[config.mk]
export PLATFORM = sky130hd
export DESIGN_NAME = frame_assembler_mc
export DESIGN_NICKNAME = d
export VERILOG_FILES = /design/src/rtl/frame_asm_pkg.sv /design/src/rtl/pingpong_ctrl.sv /design/src/rtl/frame_assembler_mc.sv
export SDC_FILE = /design/constraint.sdc
export NUM_CORES = 1
export LEC_CHECK = 0
export CAP_MARGIN = 10
export CORE_MARGIN = 2
export CORE_UTILIZATION = 30
export CTS_BUF_LIST = sky130_fd_sc_hd__clkbuf_4
export CTS_CLUSTER_SIZE = 24
export DETAILED_ROUTE_END_ITERATION = 7
export PLACE_DENSITY_LB_ADDON = 0.25
export SYNTH_ARGS = -nofsm -noshare
export SYNTH_HDL_FRONTEND = slang
export SYNTH_HIERARCHICAL = 1
export SYNTH_SLANG_ARGS = --single-unit
[constraint.sdc]
create_clock -name clock -period 6.2 [get_ports clock]
set_input_delay 1.24 -clock clock [delete_from_list [all_inputs] [get_ports clock]]
set_output_delay 1.24 -clock clock [all_outputs]
set_load 0.03 [all_outputs]
[src/rtl/frame_asm_pkg.sv]
// Shared types and helpers for the ping-pong frame assembler.
// No logic; state encoding, header sync constant and frame-length helper.
// Backpressure: n/a.
package frame_asm_pkg;

  typedef enum logic [2:0] {
    IDLE,
    WAIT_TICK,
    HDR,
    SND_RD,
    SND_WR,
    PRM_RD,
    PRM_WR,
    DONE
  } state_t;

  localparam logic [15:0] HDR_SYNC = 16'hA5A5;

  // Total words written per frame: optional header, sound block, flight block.
  function automatic int frame_len(input int header, input int samples, input int params);
    return header + samples + params;
  endfunction

endpackage

[src/rtl/pingpong_ctrl.sv]
// Bank bookkeeping for the two-half frame RAM: pending flags, write/read bank pointers.
// Latency: flags update on the clock of DONE / tx_done; overrun is a registered 1-clock pulse.
// Backpressure: a new frame is refused (overrun) while both banks await the transmitter.
module pingpong_ctrl (
  input  logic clock,
  input  logic reset,
  input  logic start_req,
  input  logic frame_done,
  input  logic tx_done,
  output logic start_ok,
  output logic wbank,
  output logic rdy_valid,
  output logic rdy_bank,
  output logic overrun
);

  logic [1:0] pending;
  logic [1:0] pending_nxt;
  logic       rbank;
  logic       release_bank;

  assign rdy_valid    = |pending;
  assign rdy_bank     = rbank;
  assign release_bank = tx_done & rdy_valid;
  // A frame may only start while at least one half of the RAM is free.
  assign start_ok     = start_req & ~(&pending);

  // Clear the bank the transmitter released and mark the freshly written one;
  // in the same clock these always address different banks.
  always_comb begin
    pending_nxt = pending;
    if (release_bank) pending_nxt[rbank] = 1'b0;
    if (frame_done)   pending_nxt[wbank] = 1'b1;
  end

  // Flag, pointer and overrun registers.
  always_ff @(posedge clock or negedge reset) begin
    if (!reset) begin
      pending <= 2'b00;
      wbank   <= 1'b0;
      rbank   <= 1'b0;
      overrun <= 1'b0;
    end else begin
      pending <= pending_nxt;
      if (frame_done)   wbank <= ~wbank;
      if (release_bank) rbank <= ~rbank;
      overrun <= start_req & (&pending);
    end
  end

endmodule

[src/rtl/frame_assembler_mc.sv]
// Builds one frame per msec tick (header, sound words, flight words) into a ping-pong RAM.
// Latency: 1 + HEADER + 2*SAMPLES + 2*PARAMS_PER_FRAME + 1 clocks from tick to bank ready.
// Backpressure: tx_done frees banks; a tick with both banks pending is dropped with overrun.
module frame_assembler_mc
  import frame_asm_pkg::*;
#(
  parameter int CH               = 2,
  parameter int SW               = 16,
  parameter int DW               = 32,
  parameter int SAMPLES          = 500,
  parameter int PARAMS_PER_FRAME = 12,
  parameter int PARAM_WRAP       = 48,
  parameter int HEADER           = 1,
  parameter int BANK_AW          = 10
) (
  input  logic               clock,
  input  logic               reset,
  input  logic               timer,
  input  logic               msec,
  output logic [8:0]         snd_addr,
  input  logic [CH*SW-1:0]   snd_data,
  output logic [7:0]         prm_addr,
  input  logic [DW-1:0]      prm_data,
  output logic               wr_en,
  output logic [BANK_AW:0]   wr_addr,
  output logic [DW-1:0]      wr_data,
  output logic               rdy_valid,
  output logic               rdy_bank,
  input  logic               tx_done,
  output logic [7:0]         frame_cnt,
  output logic               overrun,
  output logic               busy
);

  localparam int FRAME_LEN = frame_len(HEADER, SAMPLES, PARAMS_PER_FRAME);
  localparam logic [BANK_AW-1:0] SND_LAST = BANK_AW'(HEADER + SAMPLES - 1);
  localparam logic [BANK_AW-1:0] PRM_LAST = BANK_AW'(FRAME_LEN - 1);

  if (CH * SW != DW) begin : g_bad_width
    $error("frame_assembler_mc: CH*SW must equal DW");
  end
  if (FRAME_LEN > (1 << BANK_AW)) begin : g_bad_bank
    $error("frame_assembler_mc: frame does not fit in one bank");
  end

  state_t             state;
  state_t             state_nxt;
  logic               msec_q;
  logic               tick;
  logic               start_req;
  logic               start_ok;
  logic               frame_done;
  logic               wbank;
  logic [BANK_AW-1:0] offset;
  logic [8:0]         prm_inc;
  logic [7:0]         prm_nxt;
  logic [DW-1:0]      hdr_word;

  assign tick       = msec & ~msec_q;
  assign start_req  = (state == WAIT_TICK) & tick;
  assign frame_done = (state == DONE);
  assign hdr_word   = DW'({HDR_SYNC, 8'h00, frame_cnt});
  assign prm_inc    = {1'b0, prm_addr} + 9'd1;
  assign prm_nxt    = (prm_inc >= 9'(PARAM_WRAP)) ? 8'd0 : prm_inc[7:0];
  assign wr_addr    = {wbank, offset};

  pingpong_ctrl u_pingpong (
    .clock      (clock),
    .reset      (reset),
    .start_req  (start_req),
    .frame_done (frame_done),
    .tx_done    (tx_done),
    .start_ok   (start_ok),
    .wbank      (wbank),
    .rdy_valid  (rdy_valid),
    .rdy_bank   (rdy_bank),
    .overrun    (overrun)
  );

  // State register.
  always_ff @(posedge clock or negedge reset) begin
    if (!reset) state <= IDLE;
    else        state <= state_nxt;
  end

  // Next-state sequencing and the frame RAM write port.
  always_comb begin
    state_nxt = state;
    wr_en     = 1'b0;
    wr_data   = '0;
    case (state)
      IDLE:      if (timer) state_nxt = WAIT_TICK;
      WAIT_TICK: if (start_ok) state_nxt = (HEADER != 0) ? HDR : SND_RD;
      HDR: begin
        wr_en     = 1'b1;
        wr_data   = hdr_word;
        state_nxt = SND_RD;
      end
      SND_RD:    state_nxt = SND_WR;
      SND_WR: begin
        wr_en     = 1'b1;
        wr_data   = snd_data;
        state_nxt = (offset == SND_LAST) ? PRM_RD : SND_RD;
      end
      PRM_RD:    state_nxt = PRM_WR;
      PRM_WR: begin
        wr_en     = 1'b1;
        wr_data   = prm_data;
        state_nxt = (offset == PRM_LAST) ? DONE : PRM_RD;
      end
      DONE:      state_nxt = WAIT_TICK;
      default:   state_nxt = IDLE;
    endcase
  end

  // Address counters, frame counter and busy flag; flight address persists across frames.
  always_ff @(posedge clock or negedge reset) begin
    if (!reset) begin
      msec_q    <= 1'b0;
      offset    <= '0;
      snd_addr  <= '0;
      prm_addr  <= '0;
      frame_cnt <= '0;
      busy      <= 1'b0;
    end else begin
      msec_q <= msec;
      case (state)
        WAIT_TICK: if (start_ok) begin
          busy     <= 1'b1;
          offset   <= '0;
          snd_addr <= '0;
        end
        HDR:    offset <= offset + 1'b1;
        SND_WR: begin
          offset   <= offset + 1'b1;
          snd_addr <= snd_addr + 1'b1;
        end
        PRM_WR: begin
          offset   <= offset + 1'b1;
          prm_addr <= prm_nxt;
        end
        DONE: begin
          frame_cnt <= frame_cnt + 1'b1;
          busy      <= 1'b0;
        end
        default: ;
      endcase
    end
  end

endmodule

==> qor.yml, run 1 <==
swShare_pct: 49.1
gr-total-overflow: 0
diodes: 0
synth.top_cell.area_share_pct: 40.7
drtAntennaViolNets: 0
routed_wl_um: 8010
final_nets: 523
switchingPower_w: 0.000851
holdBufCountCts: 0
route.detailed.drc: 0
pwr-share-seq_pct: 32.7
routabilityCongestion: 0.773
synth_edf_count: 0
fill_cells: 906
drt_iter0_drc: 131
dr.pass1.iters: 4
p_total_w: 0.00173
antenna_found_initial: 0
register_area_sq_um: 1130
synth_area_leaders: "dfrtp_1 41%, a22o_1 5.7%, nand2_1 5.4%, a21oi_1 4.7%, mux2i_1 4.0%"
cp-end-kind: "output pin"
area_growth_pct: 55.4
hold_violations: 0
num_rows: 35
power_density_nw_per_um2: 403
fin_cells: 559
synth_nets: 389
final_core_util_pct: 47.2
reg2regPathDepth: 8
fin_skew_ns: 0.00837
die_h_um: 100
cts_resized: 0
syn-mean-instance-area_sq_um: 8.81
rsz0062_at_grt: "no"
ys_types: 49
ir_worst_vdd_uv: 189
grt_pass1_wl_um: 13000
min_path_cells: 1
clockPowerShare_pct: 7.9
cp_top_family: "buffers and inverters"
vias: 2837
hold_path.class: "reg2reg"
holdPathEnd: "snd_addr[8]$_DFFE_PN0P_"
clock_sinks: 45
worstPathArrival_ns: 2.98
worstSetupStartpointType: "flop"
insertion_delay_ns: 0.35
clock_path_buffers: 2
yosysSeqAreaShare_pct: 40.7
required_ns: 4.96
slowest_delay_ns: 0.77
tns_ns: 0
ys_ff_latch: 45
p_comb_share_pct: 59.4
p_leak_nw: 1.76
worstPathCellList: "inv_1 > and3_1 > a22o_1 > clkdlybuf4s50_1"
synth_commonest_cells: "45 x dfrtp_1, 40 x nand2_1, 28 x nor2_1"
die_area_sq_um: 10000
clock-root-buffer: "clkbuf_4"
finalCritPeriodShare_pct: 68.0
p_int_w: 0.000883
routed_via_density: 5.08
r2r_start: "state[0]$_DFFE_PN0P_"
dp_cells: 552
path_buf_inv: 2
initial_core_util_pct: 30.4
critPathMaxFanout: 29
core_area_sq_um: 9110
cts_made_buffers: 5
async_flop_share_pct: 100
synthCells: 314
cts_tree: "built"
r2r_slack_ns: 2.68
postCtsSetupRepairBufs: 0
grt_max_degree: 46
tightest_slew_ns: 0.994
yosysMostFrequentCell: "dfrtp_1"
yosys_warnings: 6
max_freq_ghz: 0.237
period_minus_slack_ns: 4.22
fin_hold_ws_ns: 0.490
dieWidth_um: 100
crit_path_top_delay_cell: "dfrtp_1"
multi_input_area_sq_um: 1520
cts.clk_slew.worst_paths_ns: 0.13
port-buffer-count: 141
finalSetupViolCount: 0
status: "finished, final reports clean"
wire_per_inst_um: 14.3
synthesis.area_sq_um: 2770
max_slew_margin_pct: 33.7
track_usage_pct: 16.1
slew_violations: 0
yosys.area.top_type: "dfrtp_1"
path_class: "reg2out"
synthFlopType: "dfrtp_1"
post_route_cells_drive_above_1_share_pct: 4.69
r2r-end: "offset[9]$_DFFE_PN0P_"
maxCapViolations: 0
ios: 142
hold_path_startpoint: "snd_addr[8]$_DFFE_PN0P_"
path_depth: 4
ctsHtreeMaxLevel: 2
dp_hpwl_um: 6050
first_global_vias: 2753
## placed cells by master, fill, tap and decap left out, types with 2 or more instances in the layout
cell type,instances
xor2_1,6
nor2_1,28
nand3_1,14
and2_1,2
mux2i_1,11
a22o_1,18
nor4_1,2
a21oi_1,26
and3_1,5
o21ai_0,20
and4_1,2
dfrtp_1,45
clkdlybuf4s50_1,140
clkbuf_4,6
o22ai_1,3
xnor2_1,8
nand2b_1,6
nand4_1,7
or3_1,3
o21ai_1,3
nor2b_1,3
buf_4,3
nor3_1,6
nand2_1,40
a31oi_1,3
ha_1,6
inv_1,9
## power groups by stage
stage | clock (W) | combinational (W) | sequential, W
4_1_cts | 0.000141 | 0.00104 | 0.000569
3_5_place_dp | 0 | 0.00104 | 0.000576
2_1_floorplan | 0 | 0.000530 | 0.000659
6_report | 0.000137 | 0.00103 | 0.000567
3_3_place_gp | 0 | 0.00103 | 0.000570
5_1_grt | 0.000153 | 0.00111 | 0.000596
## metrics by stage
stage,setup slack [ns],instance area [sq um]
after global routing,1.73,4300
after global placement,2.23,4250
final,1.98,4300
after CTS,1.93,4300
after detailed placement,2.24,4250
after floorplan,3.13,2770
## worst max path at each step
stage	from	to	slack (ns)
final	state[0]$_DFFE_PN0P_	wr_data[28]	1.98
after global routing	state[0]$_DFFE_PN0P_	wr_data[27]	1.73
after CTS	state[0]$_DFFE_PN0P_	wr_data[28]	1.93
after detailed placement	prm_data[4]	wr_data[4]	2.24
after global placement	prm_data[4]	wr_data[4]	2.23
after floorplan	prm_data[3]	wr_data[3]	3.13
## worst reg2reg max path: stages (launching register included)
cell and delay [ns]:
dfrtp_1 1.02, nand2b_1 0.23, nor4b_1 0.37, a21boi_0 0.44
nand4bb_1 0.47, a211oi_2 0.48, nor2b_1 0.20, xnor2_1 0.13
nor2_1 0.05
## sequential cells by signal (all words and copies together), names as in the netlist
| signal | flops |
|---|---|
| state | 3 |
| u_pingpong/rdy_bank | 1 |
| frame_cnt | 8 |
| u_pingpong/wbank | 1 |
| snd_addr | 9 |
| msec_q | 1 |
| busy | 1 |
| prm_addr | 8 |
| u_pingpong/overrun | 1 |
| offset | 10 |
| u_pingpong/pending | 2 |
## area by class of cell
class	instances	area share, %
Multi-Input combinational cell	242	35.3
Clock inverter	1	0.0874
Tap cell	111	3.23
Sequential cell	45	26.2
Inverter	10	0.874
Timing Repair Buffer	144	33.3
Clock buffer	6	1.05
## per-layer routing
layer	GRT usage, %	part of all wire, %	routed length [um]
met1	19.2	42	3350
met2	28.5	49	3960
met3	4.32	7.4	594
met4	4.43	1.4	110
met5	0	0	0
## cell families (layout without fill, tap and decap cells)
group | Yosys count | in the layout | synth area share, %
compound gates | 83 | 83 | 20.1
mux | 12 | 12 | 4.39
flops | 45 | 45 | 40.7
simple gates | 127 | 127 | 23.2
xor+xnor | 14 | 14 | 4.43
buf+inv | 27 | 161 | 4.43
fa+ha+maj | 6 | 6 | 2.71
Power figures use the tool's default switching activity.
==> inputs of run 2 (changes only) <==
==> constraint.sdc (replaced) <==
create_clock -name clock -period 3.4 [get_ports clock]
set_input_delay 0.68 -clock clock [delete_from_list [all_inputs] [get_ports clock]]
set_output_delay 0.68 -clock clock [all_outputs]
set_load 0.03 [all_outputs]
==> qor.yml, run 2 (synthesis gave the netlist of run 1 again) <==
status: "finished, final reports clean"
final_core_util_pct: 47.2
grt_pass1_wl_um: 12800
initial_core_util_pct: 30.4
layout_commonest_cell: "clkdlybuf4s50_1"
r2r_slack_ns: 0.80
route.detailed.drc: 0
num_rows: 35
maxCapViolations: 0
cp-end-kind: "output pin"
dr.pass1.iters: 4
cts_tree: "built"
antenna_found_initial: 0
first_global_vias: 2602
final_nets: 531
final_cell_mix: "117 x clkdlybuf4s50_1, 45 x dfrtp_1, 40 x nand2_1, 34 x buf_4, 28 x nor2_1"
drtAntennaViolNets: 0
post_route_cells_drive_above_1_share_pct: 11.4
diodes: 0
dp_hpwl_um: 6180
ios: 142
worstSetupStartpointType: "flop"
track_usage_pct: 15.7
required_ns: 2.72
worstPathArrival_ns: 2.41
dp_cells: 560
clock_sinks: 45
cts.clk_slew.worst_paths_ns: 0.14
routed_wl_um: 8160
p_total_w: 0.00320
power_density_nw_per_um2: 745
rsz0062_at_grt: "no"
ctsHtreeMaxLevel: 2
ir_worst_vdd_uv: 413
grt_max_degree: 46
critPathMaxFanout: 20
vias: 2876
dieWidth_um: 100
max_freq_ghz: 0.323
period_minus_slack_ns: 3.09
gr-total-overflow: 0
routed_via_density: 5.06
routabilityCongestion: 0.815
finalCritPeriodShare_pct: 91.0
hold_path.class: "in2async"
reg_top3: "offset x10, snd_addr x9"
design_area_sq_um: 4300
slowest_delay_ns: 0.85
postCtsSetupRepairBufs: 0
insertion_delay_ns: 0.35
tightest_slew_ns: 1.02
finalSetupViolCount: 0
placed_area_sq_um: 4250
tns_ns: 0
worstPathCellList: "buf_4 > o21ai_0 > a21oi_1 > clkdlybuf4s50_1"
port-buffer-count: 141
p_leak_nw: 1.84
hold_violations: 0
cp_top_family: "buffers and inverters"
die_h_um: 100
drt_iter0_drc: 118
fin_skew_ns: 0.0127
slew_violations: 0
cts_resized: 0
clock-root-buffer: "clkbuf_4"
clock_path_buffers: 2
cts_made_buffers: 5
largest_reg_flops: 10
core_area_sq_um: 9110
crit_path_top_delay_cell: "dfrtp_1"
path_class: "reg2out"
wire_per_inst_um: 14.4
fin_cells: 568
die_area_sq_um: 10000
path_buf_inv: 2
area_growth_pct: 55.5
holdBufCountCts: 0
top_register: "offset"
max_slew_margin_pct: 31.7
run 2: changes by cell type in the layout (fill, tap and decap cells not counted):
cell             delta
clkinv_1            +1
clkdlybuf4s50_1    -23
buf_4              +31
clkinv_2            +1
clkbuf_4            -1
run 2: layout make-up:
class | instances | area, sq um
well taps | 111 | 139
multi-input cells | 242 | 1520
clock inverters | 3 | 12.5
inverters | 10 | 37.5
repair buffers | 152 | 1430
clock buffers | 5 | 37.5
flip-flops and latches | 45 | 1130
fillers | 900 | 4810
run 2: final timing paths:
path,endpoint,cells after the start,startpoint
max,wr_data[31],4,state[1]$_DFFE_PN0P_
min,prm_addr[6]$_DFFE_PN0N_,1,reset
max reg2reg,offset[9]$_DFFE_PN0P_,7,state[1]$_DFFE_PN0P_
min reg2reg,snd_addr[8]$_DFFE_PN0P_,1,snd_addr[8]$_DFFE_PN0P_
max in group asynchronous,state[2]$_DFFE_PN0P_,1,reset
min in group clock,snd_addr[8]$_DFFE_PN0P_,1,snd_addr[8]$_DFFE_PN0P_
run 2: power by group:
group	total, W	internal (W)	leakage (nW)	switching, W
Sequential	0.000990	0.000710	0.586	0.000280
Clock	0.000248	0.0000753	0.0300	0.000173
Combinational	0.00197	0.000841	1.22	0.00112
run 2: metal layers:
| metal | GRT usage, % | vias to the layer above | wire length [um] |
|---|---|---|---|
| met3 | 3.34 | 4 | 608 |
| met2 | 27.7 | 105 | 4000 |
| met4 | 3.48 | 0 | 57 |
| li1 | - | 1399 | - |
| met1 | 19.9 | 1368 | 3490 |
| met5 | 0 | - | 0 |
run 2: metrics by stage:
| step | setup WS, ns | hold slack, ns |
|---|---|---|
| final | 0.306 | 0.471 |
| after global routing | 0.121 | 0.519 |
| after CTS | 0.300 | 0.493 |
| after detailed placement | 0.484 | 0.474 |
| after global placement | 0.573 | 0.468 |
| after floorplan | 0.861 | 0.384 |
==> inputs of run 3 (changes only) <==
--- a/config.mk
+++ b/config.mk
@@ -6,11 +6,14 @@
 export NUM_CORES = 1
 export LEC_CHECK = 0
 export CAP_MARGIN = 10
+export CELL_PAD_IN_SITES_DETAIL_PLACEMENT = 0
+export CELL_PAD_IN_SITES_GLOBAL_PLACEMENT = 1
 export CORE_MARGIN = 2
-export CORE_UTILIZATION = 30
+export CORE_UTILIZATION = 29
 export CTS_BUF_LIST = sky130_fd_sc_hd__clkbuf_4
 export CTS_CLUSTER_SIZE = 24
 export DETAILED_ROUTE_END_ITERATION = 7
+export HOLD_SLACK_MARGIN = 0.08
 export PLACE_DENSITY_LB_ADDON = 0.25
 export SYNTH_ARGS = -nofsm -noshare
 export SYNTH_HDL_FRONTEND = slang
==> constraint.sdc (replaced) <==
create_clock -name clock -period 3.2 [get_ports clock]
set_input_delay 0.64 -clock clock [delete_from_list [all_inputs] [get_ports clock]]
set_output_delay 0.64 -clock clock [all_outputs]
set_load 0.03 [all_outputs]
==> qor.yml, run 3 (synthesis gave the netlist of run 1 again) <==
power_density_nw_per_um2: 804
crit_path_top_delay_cell: "dfrtp_2"
clock_sinks: 45
track_usage_pct: 15.6
reg2regPathDepth: 9
grt_max_degree: 46
final_core_util_pct: 47.1
ios: 142
fin_skew_ns: 0.0183
slew_violations: 0
drt_iter0_drc: 54
diodes: 0
place_ws_ns: 0.354
met3_usage_pct: 5.66
core_area_sq_um: 9240
pwr-share-seq_pct: 30.2
swShare_pct: 48.4
top_register: "offset"
holdBufCountCts: 0
grt_util_met2_pct: 27.8
vias: 2859
clock_path_buffers: 2
drtAntennaViolNets: 0
max_freq_ghz: 0.357
rsz0062_at_grt: "no"
slowest_delay_ns: 0.59
cts.clk_slew.worst_paths_ns: 0.16
reg_top3: "offset x10, snd_addr x9"
path_class: "reg2out"
p_int_w: 0.00181
antenna_found_initial: 0
port-buffer-count: 141
status: "finished, final reports clean"
route.detailed.drc: 0
switchingPower_w: 0.00169
max_slew_margin_pct: 30.3
grt_pass1_wl_um: 13000
largest_reg_flops: 10
hold_path.class: "in2async"
insertion_delay_ns: 0.38
critical_path.most_common_cell: "buf_4"
first_global_vias: 2783
cts_tree: "built"
busiest_layer: "met2"
finalCritPeriodShare_pct: 87.5
cts_made_buffers: 5
die_area_sq_um: 10300
layout_commonest_cell: "clkdlybuf4s50_1"
worstSetupStartpointType: "flop"
final_cell_mix: "117 x clkdlybuf4s50_1, 44 x dfrtp_1, 40 x nand2_1, 33 x buf_4, 28 x nor2_1"
dp_hpwl_um: 6210
p_comb_share_pct: 59.2
tightest_slew_ns: 1.05
worstPathCellList: "buf_4 > nor2b_1 > a21oi_1 > nor2_1 > buf_4"
use_met1_pct: 17.8
maxCapViolations: 0
final.setup.worst_slack_ns: 0.400
clock-root-buffer: "clkbuf_4"
cp_top_family: "simple AND/OR/NAND/NOR gates"
path_buf_inv: 2
period_minus_slack_ns: 2.80
dr.pass1.iters: 6
hold_violations: 0
die_h_um: 102
routabilityCongestion: 0.756
critPathMaxFanout: 16
cp-end-kind: "output pin"
initial_core_util_pct: 29.9
area_growth_pct: 57.3
num_rows: 35
gr-total-overflow: 0
worstPathArrival_ns: 2.16
wire_per_inst_um: 14.0
path_depth: 5
final_nets: 530
required_ns: 2.56
ctsHtreeMaxLevel: 2
ir_worst_vdd_uv: 334
routed_wl_um: 8170
post_route_cells_drive_above_1_share_pct: 11.8
finalSetupViolCount: 0
dieWidth_um: 102
tns_ns: 0
p_leak_nw: 1.85
routed_via_density: 4.89
clockPowerShare_pct: 10.6
## run 3: worst paths after layout
| check | start | endpoint | slack, ns |
|---|---|---|---|
| max | state[1]$_DFFE_PN0P_ | wr_data[2] | 0.40 |
| min | reset | state[0]$_DFFE_PN0P_ | 0.44 |
| max reg2reg | state[2]$_DFFE_PN0P_ | offset[9]$_DFFE_PN0P_ | 0.78 |
| min reg2reg | snd_addr[8]$_DFFE_PN0P_ | snd_addr[8]$_DFFE_PN0P_ | 0.48 |
| max in group asynchronous | reset | state[1]$_DFFE_PN0P_ | 2.05 |
| min in group clock | snd_addr[8]$_DFFE_PN0P_ | snd_addr[8]$_DFFE_PN0P_ | 0.48 |
## run 3: layout make-up
cell class	instances	area [sq um]
multi-input combinational	242	1520
inverter	10	37.5
fill	905	4890
timing repair buffer	151	1420
clock buffer	5	37.5
sequential	45	1130
clock inverter	3	46.3
tap	129	161
## run 3: power groups by stage
stage / registers [W] / clock network (W) / logic (W)
after global placement: 0.00106 / 0 / 0.00207
final: 0.00106 / 0.000371 / 0.00207
after global routing: 0.00111 / 0.000404 / 0.00224
after detailed placement: 0.00107 / 0 / 0.00209
after floorplan: 0.00128 / 0 / 0.00103
after CTS: 0.00106 / 0.000381 / 0.00210
## run 3: worst reg2reg max path, delay by kind of cell (launching register included)
family,cells,cell delay [ns]
flops,1,0.45
buf+inv,1,0.18
compound gates,2,0.62
simple gates,5,0.96
xor+xnor,1,0.12
## run 3: metal layers
metal  routed length (um)  share of wire [%]  vias to the layer above
met5                    0                  0                        -
met1                 3290                 40                     1318
met2                 3880                 48                      130
met4                   79               0.97                        0
met3                  914                 11                        6
li1                     -                  -                     1405
## run 3: stage by stage
stage	hold slack [ns]	power, W	cells	cell area, sq um
global placement	0.464	0.00314	577	4270
global route	0.504	0.00375	585	4350
CTS	0.463	0.00353	585	4350
finish	0.443	0.00350	585	4350
floorplan	0.344	0.00230	314	2770
detailed placement	0.472	0.00316	577	4270
## run 3: repair_timing
item                                   in CTS  in global routing
endpoints found under the hold margin       0                  0
setup buffers                               0                  0
setup endpoints to repair                   0                  1
gates resized for setup                     0                  1
==> edit: new RTL, config.mk and constraints of run 1 <==
Re-encode `state_t` (8 states) as one-hot, 8 bits wide.
--- a/src/rtl/frame_asm_pkg.sv
+++ b/src/rtl/frame_asm_pkg.sv
@@ -3,15 +3,15 @@
 // Backpressure: n/a.
 package frame_asm_pkg;
 
-  typedef enum logic [2:0] {
-    IDLE,
-    WAIT_TICK,
-    HDR,
-    SND_RD,
-    SND_WR,
-    PRM_RD,
-    PRM_WR,
-    DONE
+  typedef enum logic [7:0] {
+    IDLE      = 8'b00000001,
+    WAIT_TICK = 8'b00000010,
+    HDR       = 8'b00000100,
+    SND_RD    = 8'b00001000,
+    SND_WR    = 8'b00010000,
+    PRM_RD    = 8'b00100000,
+    PRM_WR    = 8'b01000000,
+    DONE      = 8'b10000000
   } state_t;
 
   localparam logic [15:0] HDR_SYNC = 16'hA5A5;
Check against the original RTL: no difference found for any inputs over 10 cycles, from zero or initial values and one cycle with reset low; not proved beyond that.
==> edit against run 1 <==
  * Fmax is 8.2% lower
  * Clock skew is 0.0083 ns higher
  * Count of clock-buffer cells in the layout is 1 lower
  * Routed wire length is 15% higher
  * Worst setup slack worse by 0.38 ns
  * First-iteration DRC count is 49% higher
  * Cell area is 6.5% higher
  * Largest cell class unchanged
  * Sequential cell count is 5 higher
  * Core utilization is 0.34 points lower
  * Area after synthesis is 9.3% higher
  * Critical path type unchanged
Power is not compared: it rests on default switching activity, and its combinational part moved more than twofold at a synthesized area within 25%.
==> edit: results (changes against run 1) <==
stage	metric	value	unit	change
run_status	status	finished, final reports clean		
routing	Metal-1 WL	4200	µm	+25%
critical_path	Worst Reg-to-Reg Cells	9		+1
timing	final hold slack	0.513	ns	+0.0236 ns
grt	vias in the first global route	2872		+4.3%
timing	clock skew	0.0167	ns	+0.00834 ns
routing	via/cell ratio	5.12		+0.80%
placement	Placed Cells incl. Taps	562		+1.8%
critical_path	crit path DAT	3.35	ns	+0.37 ns
critical_path	r2r setup slk	3.53	ns	+0.85 ns
logic_synthesis	adder-cell area share of the yosys netlist	2.48	%	-0.23 points
routing	met2 WL	4360	µm	+10%
critical_path	FF-to-FF End	offset[7]$_DFFE_PN0P_		
timing	Slew @ Worst Pin	1.09	ns	+0.0911 ns
logic_synthesis	syn_nets	376		-3.3%
critical_path	Worst path slowest cell	and4b_1		
critical_path	Largest delay share family, worst path	simple AND/OR/NAND/NOR gates		
grt	met3 Use GR	3.45	%	-0.87 points
min_path	Hold Path Sink	frame_cnt[7]$_DFFE_PN0P_		
final_layout	Non-Filler Instances	570		+2.0%
min_path	Hold Crit Depth	1		unchanged
logic_synthesis	post-synthesis mux area share	2.86	%	-1.5 points
logic_synthesis	most common library cells after synthesis	49 x dfrtp_1, 27 x nand2_1, 20 x a22o_1, 19 x nor2_1, 14 x a21oi_1		
placement	Cell Area, Placed	4510	µm²	+6.2%
grt	gr usage total	16.7	%	+0.64 points
critical_path	crit path to	wr_data[1]		
final_layout	NumNets Final	511		-2.3%
critical_path	Max FO, Critical Path	24		-17%
routing	routed wl met3	548	µm	-7.7%
grt	first-pass GRT wire length	15000	µm	+15%
timing	final worst-path cycle share	74.1	%	+6.1 points
min_path	Hold Path Origin	frame_cnt[7]$_DFFE_PN0P_		
logic_synthesis	xor-xnor portion of the synthesized cell area	5.50	%	+1.1 points
grt	GR Util met1	23.1	%	+3.9 points
placement	DP Worst Slack	2.07	ns	-0.172 ns
routing	final WL	9180	µm	+15%
logic_synthesis	synth unique cells	58		+18%
logic_synthesis	top post-synthesis cells by area	dfrtp_1 41%, a22o_1 5.8%, nand2_1 3.4%, xor2_1 2.9%, a221o_1 2.6%		
cts	worst skew pair latency	0.39	ns	+0.04 ns
critical_path	Max stage delay on crit path	0.99	ns	+0.22 ns
routing	initial DRC count	195		+49%
logic_synthesis	Compound-Gate Fraction of Synth Area	20.8	%	+0.69 points
final_layout	share of cells above drive strength 1	7.32	%	+2.6 points
placement	Post-DP HPWL	6690	µm	+11%
grt	GRT met2 Usage	27.1	%	-1.4 points
min_path	worst hold path class	register to register		
critical_path	worst r2r src	state[4]$_DFFE_PN0P_		
logic_synthesis	sequential-to-total area share from yosys stat	41.4	%	+0.71 points
placement	Final GP Congestion	0.796		+3.0%
-- edit: changes by cell type in the layout (fill, tap and decap cells not counted), moves of 8 or more --
| cell | change |
|---|---|
| a21oi_1 | -12 |
| a221o_1 | +8 |
| nand2_1 | -13 |
| nor2_1 | -9 |
| o21ai_0 | -15 |
-- edit: report_power, final --
| part | switching (W) | internal, W | total (W) |
|---|---|---|---|
| combinational | 0.000159 | 0.000141 | 0.000300 |
| sequential | 0.0000435 | 0.000364 | 0.000408 |
| clock | 0.000121 | 0.0000488 | 0.000170 |
-- edit: final cells by class --
cell class / count / area [µm²]
Fill cell: 954 / 5200
Multi-Input combinational cell: 224 / 1620
Timing Repair Buffer: 144 / 1430
Sequential cell: 50 / 1250
Tap cell: 133 / 166
Inverter: 11 / 47.5
Clock buffer: 5 / 37.5
Clock inverter: 3 / 28.8
